File: src/rtl/seq_ctrl_fsm.sv
// Self-sequencing instruction control unit: fetch/decode/(wait)/execute/update with run/halt control.
// Optional macro SEQ_CTRL_ICOUNT_EN adds a retired-instruction counter output icount_o.
module seq_ctrl_fsm #(
  parameter int unsigned ADDR_W    = 7,
  parameter int unsigned OP_W      = 4,
  parameter int unsigned RAM_LO    = 32,
  parameter int unsigned RAM_HI    = 63,
  parameter int unsigned A_ADDR    = 64,
  parameter int unsigned B_ADDR    = 65,
  parameter int unsigned PDR_ADDR  = 66,
  parameter int unsigned PORT_ADDR = 67,
  parameter int unsigned RAM_WAIT  = 0
) (
  input  logic              clk,
  input  logic              rst_n,
  input  logic              go_i,
  input  logic              halt_req_i,
  input  logic [OP_W-1:0]   opcode_i,
  input  logic [ADDR_W-1:0] addr_i,
  input  logic              i_flag_i,
  input  logic              zf_i,
  input  logic              cf_i,
  input  logic              of_i,
  input  logic              sf_i,
  output logic              ir_en_o,
  output logic              a_en_o,
  output logic              b_en_o,
  output logic              pdr_en_o,
  output logic              port_en_o,
  output logic              port_rd_o,
  output logic              pc_en_o,
  output logic              pc_load_o,
  output logic              alu_en_o,
  output logic              alu_oe_o,
  output logic              rdr_en_o,
  output logic              ram_cs_n_o,
  output logic              ram_oe_n_o,
  output logic [1:0]        phase_o,
  output logic              busy_o,
  output logic              halted_o,
  output logic              illegal_o
`ifdef SEQ_CTRL_ICOUNT_EN
  ,
  output logic [15:0]       icount_o
`endif
);

  localparam int unsigned CNT_W = 4;

  typedef enum logic [2:0] {
    S_IDLE, S_FETCH, S_DECODE, S_WAIT, S_EXEC, S_UPDATE, S_HALT
  } state_e;

  state_e           state_q, state_d;
  logic [CNT_W-1:0] wait_q, wait_d;

  // Opcode classification; any set bit above the low nibble makes the opcode illegal
  logic [3:0] op_lo;
  logic       op_ok, is_load, is_store, is_alu, is_hlt, is_illegal, br_taken;
  logic       at_a, at_b, at_pdr, at_port, in_ram, ram_rd;

  assign op_lo      = opcode_i[3:0];
  assign op_ok      = ((opcode_i >> 4) == '0);
  assign is_load    = op_ok && (op_lo == 4'd0);
  assign is_store   = op_ok && (op_lo == 4'd1);
  assign is_alu     = op_ok && (op_lo inside {[4'd2:4'd7]});
  assign is_hlt     = op_ok && (op_lo == 4'd15);
  assign is_illegal = !op_ok || (op_lo == 4'd13) || (op_lo == 4'd14);

  assign at_a    = (addr_i == ADDR_W'(A_ADDR));
  assign at_b    = (addr_i == ADDR_W'(B_ADDR));
  assign at_pdr  = (addr_i == ADDR_W'(PDR_ADDR));
  assign at_port = (addr_i == ADDR_W'(PORT_ADDR));
  assign in_ram  = (addr_i >= ADDR_W'(RAM_LO)) && (addr_i <= ADDR_W'(RAM_HI));
  assign ram_rd  = is_load && (in_ram || ((at_a || at_b) && i_flag_i));

  always_comb begin
    br_taken = 1'b0;
    if (op_ok) begin
      case (op_lo)
        4'd8:    br_taken = 1'b1;
        4'd9:    br_taken = zf_i;
        4'd10:   br_taken = sf_i;
        4'd11:   br_taken = of_i;
        4'd12:   br_taken = cf_i;
        default: br_taken = 1'b0;
      endcase
    end
  end

  always_ff @(posedge clk or negedge rst_n) begin
    if (!rst_n) begin
      state_q <= S_IDLE;
      wait_q  <= '0;
    end else begin
      state_q <= state_d;
      wait_q  <= wait_d;
    end
  end

  // Next-state; the wait counter is only loaded when leaving DECODE toward WAIT
  always_comb begin
    state_d = state_q;
    wait_d  = wait_q;
    case (state_q)
      S_IDLE:   if (go_i) state_d = S_FETCH;
      S_FETCH:  state_d = S_DECODE;
      S_DECODE: begin
        if (ram_rd && (RAM_WAIT != 0)) begin
          state_d = S_WAIT;
          wait_d  = CNT_W'(RAM_WAIT - 1);
        end else begin
          state_d = S_EXEC;
        end
      end
      S_WAIT: begin
        if (wait_q == '0) state_d = S_EXEC;
        else              wait_d  = wait_q - CNT_W'(1);
      end
      S_EXEC:   state_d = S_UPDATE;
      S_UPDATE: state_d = (is_hlt || halt_req_i) ? S_HALT : S_FETCH;
      S_HALT:   if (go_i) state_d = S_FETCH;
      default:  state_d = S_IDLE;
    endcase
  end

  always_comb begin
    ir_en_o    = 1'b0;
    a_en_o     = 1'b0;
    b_en_o     = 1'b0;
    pdr_en_o   = 1'b0;
    port_en_o  = 1'b0;
    port_rd_o  = 1'b0;
    pc_en_o    = 1'b0;
    pc_load_o  = 1'b0;
    alu_en_o   = 1'b0;
    alu_oe_o   = 1'b0;
    rdr_en_o   = 1'b0;
    ram_cs_n_o = 1'b1;
    ram_oe_n_o = 1'b1;
    phase_o    = 2'd0;
    busy_o     = 1'b0;
    halted_o   = 1'b0;
    illegal_o  = 1'b0;
    case (state_q)
      S_FETCH: begin
        busy_o  = 1'b1;
        ir_en_o = 1'b1;
      end
      S_DECODE: begin
        busy_o    = 1'b1;
        phase_o   = 2'd1;
        port_rd_o = is_store && at_port;
        if (ram_rd) begin
          ram_cs_n_o = 1'b0;
          ram_oe_n_o = 1'b0;
          rdr_en_o   = 1'b1;
        end
      end
      // WAIT is only entered for a RAM read, so the read strobes stay asserted
      S_WAIT: begin
        busy_o     = 1'b1;
        phase_o    = 2'd1;
        ram_cs_n_o = 1'b0;
        ram_oe_n_o = 1'b0;
        rdr_en_o   = 1'b1;
      end
      S_EXEC: begin
        busy_o    = 1'b1;
        phase_o   = 2'd2;
        illegal_o = is_illegal;
        if (is_load) begin
          a_en_o    = at_a;
          b_en_o    = at_b;
          pdr_en_o  = at_pdr;
          port_en_o = at_port;
          rdr_en_o  = at_port;
        end
        if (is_store) ram_cs_n_o = 1'b0;
        if (is_store || is_alu) begin
          alu_en_o = 1'b1;
          alu_oe_o = 1'b1;
        end
      end
      S_UPDATE: begin
        busy_o    = 1'b1;
        phase_o   = 2'd3;
        pc_en_o   = 1'b1;
        pc_load_o = br_taken;
      end
      S_HALT:  halted_o = 1'b1;
      default: ;
    endcase
  end

`ifdef SEQ_CTRL_ICOUNT_EN
  // Every UPDATE retires one instruction, whether it leads to FETCH or HALT
  logic [15:0] icount_q;
  always_ff @(posedge clk or negedge rst_n) begin
    if (!rst_n)                   icount_q <= '0;
    else if (state_q == S_UPDATE) icount_q <= icount_q + 16'd1;
  end
  assign icount_o = icount_q;
`endif

endmodule

File: config.mk
export PLATFORM = sky130hd
export DESIGN_NAME = seq_ctrl_fsm
export DESIGN_NICKNAME = d
export VERILOG_FILES = /design/src/rtl/seq_ctrl_fsm.sv
export SDC_FILE = /design/constraint.sdc
export NUM_CORES = 1
export LEC_CHECK = 0
export BUFFER_PORTS_ARGS = -buffer_cell sky130_fd_sc_hd__buf_2
export CAP_MARGIN = 15
export CORE_MARGIN = 4
export CORE_UTILIZATION = 45
export CTS_CLUSTER_SIZE = 40
export DETAILED_ROUTE_END_ITERATION = 10
export GPL_ROUTABILITY_DRIVEN = 0
export HOLD_SLACK_MARGIN = 0.08
export PLACE_DENSITY_LB_ADDON = 0.1
export SYNTH_ARGS = -nofsm -noshare
export SYNTH_HDL_FRONTEND = slang
export SYNTH_SLANG_ARGS = --single-unit
File: constraint.sdc
create_clock -name clk -period 4.25 [get_ports clk]
set_clock_uncertainty 0.1 [all_clocks]
set_input_delay 0 -clock clk [delete_from_list [all_inputs] [get_ports clk]]
set_output_delay 0 -clock clk [all_outputs]
set_load 0.005 [all_outputs]
==> run metrics <==
Ant. Diodes 0; CP max stage delay 0.51 ns; largest net degree at the start of global routing 13; Final Worst Setup Slack between 2 and 3 ns; CTS tree yes; Syn-to-layout area delta 33.7%; Post-synth EDFFs 0; DP Worst Slack about 2.6 ns; final setup fails 0; Final Hold Viols 0; CP Cell Sequence nand2b_1 -> nor2_1 -> nand3_2 -> nor3b_2 -> buf_2; worst slew pin tran 0.441 ns; CTS Buffer Depth 2; most area-hungry cell type in the Yosys netlist dfrtp_1; layout cells sized above 1 37.8%; DRT antenna net count 0; die footprint roughly 2300 µm²; status finished, final reports clean; Max Cap Viol 0; Via-to-Cell Ratio slightly above 5; CP Data Required Time a little over 4 ns; core box area about 1500 µm²; unrepaired setup endpoints after global routing no; clock sinks 7; Syn Inst Count 88; # fillers ~140; CP endpoint kind output port; Synth async-reset ratio 100%; Worst Path Arrival about 1.6 ns; Setup TNS 0 ns; Slew Viols, Final 0; clk slew on worst S/H paths approximately 0.05 ns; crit path max-delay cell type dfrtp_1; Critical Path Fanout Max 12; antenna violations before repair 0; Ys Warns 0; worst-skew pair later-pin latency 0.25 ns; buffers and inverters on the worst path 1; total placed instance area approximately 880 µm²; Clock Tree Root clkbuf_4; final wirelength between 1.5 and 2 mm; Top FF cell, synth dfrtp_1; Post-CTS Setup Inserts 0; top-count cell post-synth nand2_1; Synth top cells by count 11 x nand2_1, 8 x inv_1, 7 x dfrtp_1; Final Critical Period ~1.7 ns; Yosys reg bits 7; die height 47.6 µm; Placed Instances 135; Cell variety after synth 35; Slew HR a little over two thirds; drt pass-1 iters 4; register area share after synthesis between 20% and 30%; first-pass GRT wire length between 2 and 2.5 mm; Post-DP HPWL between 1 and 1.5 mm; wire per inst roughly 12 µm; leakage power slightly below 0.0005 µW; CTS buffer count 3; via count 730; vias in the first global route 571; DR iter-0 viols 7; Setup crit start kind register; hold_buf cts 4; share of the synthesized area in the top cell type 24.8%; Initial Util 47.4%; Layout Nets 149; Final Instance Count excl. Fillers 143; Die W about 48 µm; IO Port Bufs 37; post-cts gate resize count 0; Fmax about 580 MHz; Net Count, Synth ~110; critical path class register to output port; Fin Hold WS approximately 0.18 ns; Final Cycle Share 40.2%; synth top area cells dfrtp_1 25%, nor4_4 6.0%, nand2_1 5.9%; GRT Util Overall roughly 14%; Mean Syn Cell Area ~8.0 µm²; synthesized cell area 706 µm²; Pwr Density roughly 370 nW/µm²; Top delay family on crit path simple AND/OR/NAND/NOR gates; grt ovf 0; # rows 14; Remaining DRCs 0; I/O pin count 38; CTS H-tree lvls 1; Hold WC Path Type input port to output port; final instance area 943 µm²; worst vdd ir between 0.0002 and 0.0003 V
==> cells in the final DEF, fill, tap and decap left out, drive strengths merged, types with 3 or more instances in the layout <==
cell type     n
clkbuf        4
nand3         3
o21ai         5
nand2        11
inv           8
nand2b        4
nor3b         3
dfrtp         7
buf          37
a21oi         5
nor2          6
nor3          6
dlygate4sd3   4
==> final timing paths <==
check | from | end | slack [ns] | cells past startpoint
max in group asynchronous | rst_n | wait_q[3] | 3.20 | 3
worst min-delay path | addr_i[0] | pdr_en_o | 0.18 | 3
min in group asynchronous | rst_n | state_q[2] | 0.60 | 3
worst min register to register | wait_q[3] | wait_q[3] | 0.45 | 1
worst max register to register | wait_q[0] | state_q[1] | 2.59 | 6
worst max-delay path | state_q[0] | b_en_o | 2.54 | 5
==> state kept, by name, summed over array words and instances, names as in the netlist <==
signal / flops
state_q: 3
wait_q: 4
==> cell families after synthesis <==
| group | synth area share, % |
|---|---|
| adder cells (fa/ha/maj) | 1.77 |
| multiplexers | 1.42 |
| XOR/XNOR | 3.72 |
| AO/OA/AOI/OAI | 20.9 |
| flip-flops | 24.8 |
| buffers and inverters | 9.04 |
| AND/OR/NAND/NOR | 38.3 |
==> worst min-delay path: stages <==
cell and delay, ns:
buf_2 0.11, nor3b_2 0.04, buf_2 0.12
==> per-stage QoR <==
step	total power, µW	utilization [%]
finish	352	63.4
global route	385	63.4
CTS	358	63.4
detailed placement	292	58.9
global placement	288	58.9
floorplan	234	-
==> layout make-up <==
cell class / instances / area, µm² / share of cell area [%]
multi-input cells: 67 / 467 / 49.5
clock buffers: 4 / 26.3 / 2.79
flip-flops and latches: 7 / 175 / 18.6
inverters: 8 / 30.0 / 3.18
repair buffers: 41 / 225 / 23.9
well taps: 16 / 20.0 / 2.12
==> routing by layer <==
| metal | part of all wire [%] | vias up | track usage (%) |
|---|---|---|---|
| met2 | 47 | 20 | 23.8 |
| met3 | 7.6 | 2 | 1.13 |
| li1 | - | 387 | - |
| met4 | 1.5 | 0 | 6.45 |
| met1 | 44 | 321 | 18.1 |
| met5 | 0 | - | 0 |
==> report_power, final <==
group          switching [µW]  leakage (µW)  internal [µW]
registers                38.2     0.0000931           80.2
clock network            24.3     0.0000150           35.8
logic                    85.4      0.000382           87.7
(Power assumes the default switching activity.)
